## src/rtl/cart_pkg.sv

```systemverilog
// Shared FSM state type and default sizing for the cart accumulator.
package cart_pkg;

    localparam int PRICE_W_DEF   = 14;
    localparam int TOTAL_W_DEF   = 17;
    localparam int TOTAL_MAX_DEF = 99999;
    localparam int QTY_MAX_DEF   = 99;

    typedef enum logic [1:0] {IDLE, ADD, MUL, ERR} cartState_t;

endpackage

```

## src/rtl/cart_mult.sv

```systemverilog
// Iterative LSB-first shift-add multiplier; the first step is taken on the start edge
// so the product is ready (done high) after exactly QTY_W edges.
module cart_mult
    import cart_pkg::*;
#(
    parameter int TOTAL_W   = TOTAL_W_DEF,
    parameter int TOTAL_MAX = TOTAL_MAX_DEF,
    parameter int QTY_W     = $clog2(QTY_MAX_DEF + 1)
) (
    input  logic               clk,
    input  logic               reset,
    input  logic               start,
    input  logic [TOTAL_W-1:0] multiplicand,
    input  logic [QTY_W-1:0]   multiplier,
    output logic               done,
    output logic [TOTAL_W-1:0] product,
    output logic               ovf
);

    localparam int CNT_W = $clog2(QTY_W + 1);
    localparam logic [TOTAL_W:0] TOTAL_LIM = (TOTAL_W + 1)'(TOTAL_MAX);

    logic [TOTAL_W-1:0] acc, srcAcc, nextAcc;
    logic [TOTAL_W:0]   mcand, srcMcand, nextMcand, sum;
    logic [QTY_W-1:0]   mplier, srcMplier, nextMplier;
    logic               ovfReg, srcOvf, nextOvf, running;
    logic [CNT_W-1:0]   cnt;

    // Once the shifted multiplicand exceeds the limit it is pinned just above it, so any
    // later set bit reports overflow instead of wrapping.
    always_comb begin
        srcAcc     = start ? '0 : acc;
        srcMcand   = start ? {1'b0, multiplicand} : mcand;
        srcMplier  = start ? multiplier : mplier;
        srcOvf     = start ? 1'b0 : ovfReg;
        sum        = {1'b0, srcAcc} + srcMcand;
        nextAcc    = srcAcc;
        nextOvf    = srcOvf;
        if (srcMplier[0]) begin
            if (sum > TOTAL_LIM) begin
                nextOvf = 1'b1;
            end else begin
                nextAcc = sum[TOTAL_W-1:0];
            end
        end
        nextMcand  = (srcMcand > TOTAL_LIM) ? TOTAL_LIM + 1'b1 : srcMcand << 1;
        nextMplier = srcMplier >> 1;
    end

    assign done    = running && (cnt == CNT_W'(QTY_W));
    assign product = acc;
    assign ovf     = ovfReg;

    always_ff @(posedge clk) begin
        if (reset) begin
            acc     <= '0;
            mcand   <= '0;
            mplier  <= '0;
            ovfReg  <= 1'b0;
            running <= 1'b0;
            cnt     <= '0;
        end else if (start || (running && !done)) begin
            acc     <= nextAcc;
            mcand   <= nextMcand;
            mplier  <= nextMplier;
            ovfReg  <= nextOvf;
            running <= 1'b1;
            cnt     <= start ? CNT_W'(1) : cnt + 1'b1;
        end else if (done) begin
            running <= 1'b0;
        end
    end

endmodule

```

## src/rtl/cart_accumulator.sv

```systemverilog
// Shopping-cart total accumulator with quantity multiply and sticky overflow.
// Define UNDO_EN to build the undo history LIFO; otherwise the undo port is ignored.
module cart_accumulator
    import cart_pkg::*;
#(
    parameter int PRICE_W   = PRICE_W_DEF,
    parameter int TOTAL_W   = TOTAL_W_DEF,
    parameter int TOTAL_MAX = TOTAL_MAX_DEF,
    parameter int QTY_MAX   = QTY_MAX_DEF,
    parameter int DEPTH     = 8
) (
    input  logic               clk,
    input  logic               reset,
    input  logic [PRICE_W-1:0] inNumbers,
    input  logic               store,
    input  logic               update,
    input  logic               show,
    input  logic               undo,
    input  logic               errIn,
    output logic               busy,
    output logic [TOTAL_W-1:0] outNumbers,
    output logic               outValid,
    output logic               overflow,
    output logic               errOut
);

    localparam int QTY_W = $clog2(QTY_MAX + 1);
    localparam logic [TOTAL_W:0]   TOTAL_LIM = (TOTAL_W + 1)'(TOTAL_MAX);
    localparam logic [PRICE_W-1:0] QTY_LIM   = PRICE_W'(QTY_MAX);

    cartState_t         state;
    logic [TOTAL_W-1:0] total, pending, lineReg, mulProduct, undoTop;
    logic [TOTAL_W:0]   addSum;
    logic               mulStart, mulDone, mulOvf, doPop;

    assign addSum   = {1'b0, total} + {1'b0, pending};
    assign mulStart = (state == IDLE) && !show && update && (inNumbers <= QTY_LIM);
    assign errOut   = errIn | overflow;

    cart_mult #(
        .TOTAL_W   (TOTAL_W),
        .TOTAL_MAX (TOTAL_MAX),
        .QTY_W     (QTY_W)
    ) mult (
        .clk          (clk),
        .reset        (reset),
        .start        (mulStart),
        .multiplicand (pending),
        .multiplier   (inNumbers[QTY_W-1:0]),
        .done         (mulDone),
        .product      (mulProduct),
        .ovf          (mulOvf)
    );

`ifdef UNDO_EN
    localparam int PTR_W  = (DEPTH > 1) ? $clog2(DEPTH) : 1;
    localparam int UCNT_W = $clog2(DEPTH + 1);

    logic [TOTAL_W-1:0] undoMem [DEPTH];
    logic [PTR_W-1:0]   wrPtr, topPtr;
    logic [UCNT_W-1:0]  undoCount;
    logic               doPush;

    assign topPtr  = (wrPtr == '0) ? PTR_W'(DEPTH - 1) : wrPtr - 1'b1;
    assign undoTop = undoMem[topPtr];
    assign doPush  = (state == ADD) && !errIn && (addSum <= TOTAL_LIM) && (pending != '0);
    assign doPop   = (state == IDLE) && !show && !update && !store && undo && (undoCount != '0);

    always_ff @(posedge clk) begin
        if (!reset && doPush) begin
            undoMem[wrPtr] <= pending;
        end
    end

    // Circular history: a push onto a full LIFO overwrites the oldest entry.
    always_ff @(posedge clk) begin
        if (reset) begin
            wrPtr     <= '0;
            undoCount <= '0;
        end else if (doPush) begin
            wrPtr     <= (wrPtr == PTR_W'(DEPTH - 1)) ? '0 : wrPtr + 1'b1;
            undoCount <= (undoCount == UCNT_W'(DEPTH)) ? undoCount : undoCount + 1'b1;
        end else if (doPop) begin
            wrPtr     <= topPtr;
            undoCount <= undoCount - 1'b1;
        end
    end
`else
    logic unusedUndo;
    assign unusedUndo = undo;
    assign undoTop    = '0;
    assign doPop      = 1'b0;
`endif

    always_ff @(posedge clk) begin
        if (reset) begin
            state      <= IDLE;
            total      <= '0;
            pending    <= '0;
            lineReg    <= '0;
            outNumbers <= '0;
            outValid   <= 1'b0;
            overflow   <= 1'b0;
            busy       <= 1'b0;
        end else begin
            outValid <= 1'b0;
            case (state)
                IDLE: begin
                    if (show) begin
                        lineReg <= '0;
                        state   <= ADD;
                        busy    <= 1'b1;
                    end else if (update) begin
                        if (inNumbers > QTY_LIM) begin
                            state    <= ERR;
                            overflow <= 1'b1;
                        end else begin
                            state <= MUL;
                            busy  <= 1'b1;
                        end
                    end else if (store) begin
                        lineReg <= TOTAL_W'(inNumbers);
                        state   <= ADD;
                        busy    <= 1'b1;
                    end else if (doPop) begin
                        total      <= total - undoTop;
                        outNumbers <= total - undoTop;
                        outValid   <= 1'b1;
                    end
                end
                // An external error drops the commit silently rather than flagging overflow.
                ADD: begin
                    busy  <= 1'b0;
                    state <= IDLE;
                    if (!errIn) begin
                        if (addSum > TOTAL_LIM) begin
                            state    <= ERR;
                            overflow <= 1'b1;
                        end else begin
                            total      <= addSum[TOTAL_W-1:0];
                            outNumbers <= addSum[TOTAL_W-1:0];
                            pending    <= lineReg;
                            outValid   <= 1'b1;
                        end
                    end
                end
                MUL: begin
                    if (mulDone) begin
                        busy <= 1'b0;
                        if (mulOvf) begin
                            state    <= ERR;
                            overflow <= 1'b1;
                        end else begin
                            pending <= mulProduct;
                            state   <= IDLE;
                        end
                    end
                end
                ERR:     state <= ERR;
                default: state <= IDLE;
            endcase
        end
    end

endmodule
```

## config.mk

```make
export PLATFORM = sky130hd
export DESIGN_NAME = cart_accumulator
export DESIGN_NICKNAME = d
export VERILOG_FILES = /design/src/rtl/cart_pkg.sv /design/src/rtl/cart_mult.sv /design/src/rtl/cart_accumulator.sv
export SDC_FILE = /design/constraint.sdc
export NUM_CORES = 1
export LEC_CHECK = 0
export ABC_AREA = 1
export CAP_MARGIN = 15
export CORE_ASPECT_RATIO = 1.25
export CORE_MARGIN = 1
export CORE_UTILIZATION = 54
export DETAILED_ROUTE_END_ITERATION = 16
export GPL_ROUTABILITY_DRIVEN = 1
export PLACE_DENSITY_LB_ADDON = 0.3
export SYNTH_ARGS = -nofsm -noshare
export SYNTH_HDL_FRONTEND = slang
export SYNTH_SLANG_ARGS = --single-unit
export TNS_END_PERCENT = 5
```

## constraint.sdc

```tcl
create_clock -name clk -period 3.8 [get_ports clk]
set_input_delay 0.38 -clock clk [delete_from_list [all_inputs] [get_ports clk]]
set_output_delay 0.38 -clock clk [all_outputs]
set_load 0.01 [all_outputs]
```

==> results.tsv <==
stage	metric	value	unit
place	pre-CTS setup slack	-207	ps
logic_synthesis	dominant synthesized flop cell	dfxtp_1	
logic_synthesis	Yosys cell types	53	
setup_path	CP max stage cell	clkdlybuf4s50_1	
global_routing	vias in the first global route	6139	
clock_network	CTS Sinks	98	
clock_network	total CTS buffers	9	
timing	final slew viol count	0	
cells_and_area	# diodes	0	
drt	wire per inst	15.2	um
logic_synthesis	Area contributors post-synth	dfxtp_1 31%, nand2_1 15%, ha_1 7.7%, a21oi_1 7.0%, inv_1 6.4%	
logic_synthesis	Avg Cell Area, Syn	6.72	um^2
power_and_ir_drop	Cell Pwr Density	330	nW/um^2
setup_path	startpoint types	input port	
flow_run	max capacitance violation total	0	
logic_synthesis	Post-synth EDFFs	0	
clock_network	Max H-tree Level	3	
run_status	status	completed	
floorplan	CORE AREA	11200	um^2
setup_path	largest stage delay on the critical path	420	ps
cells_and_area	area grow syn2layout	26.1	%
drt	DR pass1 iterations	6	
setup_path	Worst Path Arrival	3890	ps
timing	Fmax achieved	0.272	GHz
timing	crit share post-route	96.8	%
logic_synthesis	top cell type's share of synthesized area	31.0	%
cells_and_area	Total Nets Final	1111	
timing	Slew @ Worst Pin	1130	ps
clock_network	clock latency on the worst-skew pair	350	ps
floorplan	die area	12100	um^2
drt	DR DRC count	0	
drt	Initial DRC Count	574	
timing	Tmin final	3680	ps
timing	Setup TNS Final	0	ps
power_and_ir_drop	Pleak	3.79	nW
global_routing	first-pass GRT wire length	28400	um
floorplan	Rows	43	
cells_and_area	post-layout util	70.9	%
logic_synthesis	register area share after synthesis	31.0	%
logic_synthesis	asr flop ratio synth	0	%
place	HPWL Detailed	12900	um
setup_path	crit-path most repeated cell	nand2_1	
timing	Final Hold Vio Count	0	
drt	via count	6700	
clock_network	CTS Buffer Depth	2	
logic_synthesis	Synth area leader	dfxtp_1	
drt	total length of routed wires	18000	um
logic_synthesis	#FFs+latches synth	98	
timing	Slew HR	24.3	%
place	GP Congestion	0.921	
drt	Vias/cell	5.64	
cells_and_area	layout cell share with drive strength beyond 1	17.6	%
place	I/O Buffers	40	
setup_path	critical path type	input port to flop	
global_routing	number of antenna violations at the first check in global routing	0	
global_routing	GRT Util Overall	29.5	%
setup_path	worst-path fanout max	13	
floorplan	Die X	98.8	um
clock_network	Root Driver	clkbuf_16	
clock_network	CTS tree	yes	
clock_network	clk slew on worst S/H paths	70	ps
power_and_ir_drop	Max IR drop VDD	0.000195	V
drt	Detail Route Antenna Nets	0	
floorplan	die height	123	um
timing	Final Setup Violations	0	
logic_synthesis	Netlist Area Pre-Place	6320	um^2
logic_synthesis	syn nets	1003	
logic_synthesis	Syn Inst Count	941	
global_routing	largest net degree at the start of global routing	41	
global_routing	grt ovf	0	
logic_synthesis	yosys warns	0	
cells_and_area	Fill cells	926	
setup_path	Req. time, crit path	4010	ps
setup_path	Crit. End Element	flop	
timing	post-route setup slack	120	ps
timing	skew final	8.79	ps
floorplan	initial core utilization	56.2	%
floorplan	IO Count	42	
min_path	Hold Path Class	flop to flop	
## critical path, delay by kind of cell
| kind | cells | cell delay, ps |
|---|---|---|
| AND/OR/NAND/NOR | 17 | 1930 |
| buffers and inverters | 4 | 780 |
| AO/OA/AOI/OAI | 2 | 260 |
| adder cells (fa/ha/maj) | 1 | 370 |
| XOR/XNOR | 1 | 170 |
## registers in the layout, indices dropped and copies added, names as in the netlist
signal and cells:
busy 1, lineReg 14, mult.cnt 3, mult.mcand 17
mult.mplier 6, mult.ovf 1, mult.product 17, mult.running 1
outValid 1, overflow 1, pending 17, state 2
total 17
## power by group
group | switching [mW] | internal [mW]
sequential | 0.0439 | 1.08
clock | 0.407 | 0.543
combinational | 0.339 | 0.213
## cells in the final DEF, fill, tap and decap left out, drive strengths merged, types with 39 or more instances in the layout
cell type,count
a21oi,89
buf,85
clkdlybuf4s50,39
dfxtp,98
ha,39
inv,111
nand2,267
nand3,76
nor2,60
o21ai,79
## Yosys cell counts, types with 2 or more instances
cell,instances
nand2_1,259
inv_1,107
dfxtp_1,98
a21oi_1,88
nand3_1,69
o21ai_0,67
nor2_1,55
ha_1,39
clkbuf_1,16
xor2_1,13
o21ai_1,11
nand2_2,8
nand4_1,8
nor3_1,7
o22ai_1,7
a31oi_1,6
xnor2_1,6
buf_6,5
or2_2,5
buf_2,4
mux2i_1,4
nand3_2,4
nand3b_1,4
a211oi_1,3
buf_4,3
inv_2,3
nor2_4,3
o21a_1,3
o21bai_1,3
o31ai_1,3
a21o_1,2
buf_1,2
fa_1,2
nand3_4,2
nand4_2,2
nor2_2,2
nor3_2,2
## kinds of logic (layout without fill, tap and decap cells)
family          Yosys count  in the layout  synth area share [%]
flops                    98             98                  31.0
mux                       4              4                 0.633
other cells               1              1                0.0593
fa+ha+maj                41             41                  8.35
buf+inv                 141            252                  9.26
compound gates          204            204                  17.8
simple gates            433            434                  30.2
xor+xnor                 19             19                  2.63
## final timing paths
check                                     from               to  slack, ps  cells after the start
worst max register to register        state[1]  mult.product[4]        210                     25
worst max-delay path             inNumbers[11]  mult.product[4]        120                     25
worst min-delay path            mult.mplier[2]   mult.mplier[2]        460                      2
worst min register to register  mult.mplier[2]   mult.mplier[2]        460                      2
## cell type report
class                      count  area [um^2]  area share [%]
clock buffer                  11          253            3.17
clock inverter                 4         51.3           0.643
inverter                     111          424            5.32
multi-input combinational    703         4020            50.4
sequential                    98         1960            24.6
tap                          135          169            2.12
timing repair buffer         126         1100            13.8
## timing repair
action	in CTS	in global routing
cloned	0	2
hold buffers	0	0
setup buffers	0	8
pin swaps	0	15
setup endpoints to repair	4	18
resized for setup	3	72
## stage by stage
stage / power [mW] / hold slack [ps] / instance area, um^2 / instances
6_report: 2.63 / 459 / 7980 / 1188
5_1_grt: 2.74 / 484 / 7980 / 1188
4_1_cts: 2.62 / 462 / 7620 / 1178
3_5_place_dp: 1.69 / 445 / 7320 / 1163
3_3_place_gp: 1.68 / 436 / 7320 / 1163
2_1_floorplan: 1.50 / 423 / 6320 / 941
## per-layer routing
metal	global-route usage [%]	share of wire, %	up-vias
li1	-	-	3325
met1	35.8	42	3102
met2	52.4	49	223
met3	3.73	5.1	50
met4	12.7	4.2	0
met5	0	0	-
No activity file was read; power rests on OpenSTA's default activity.
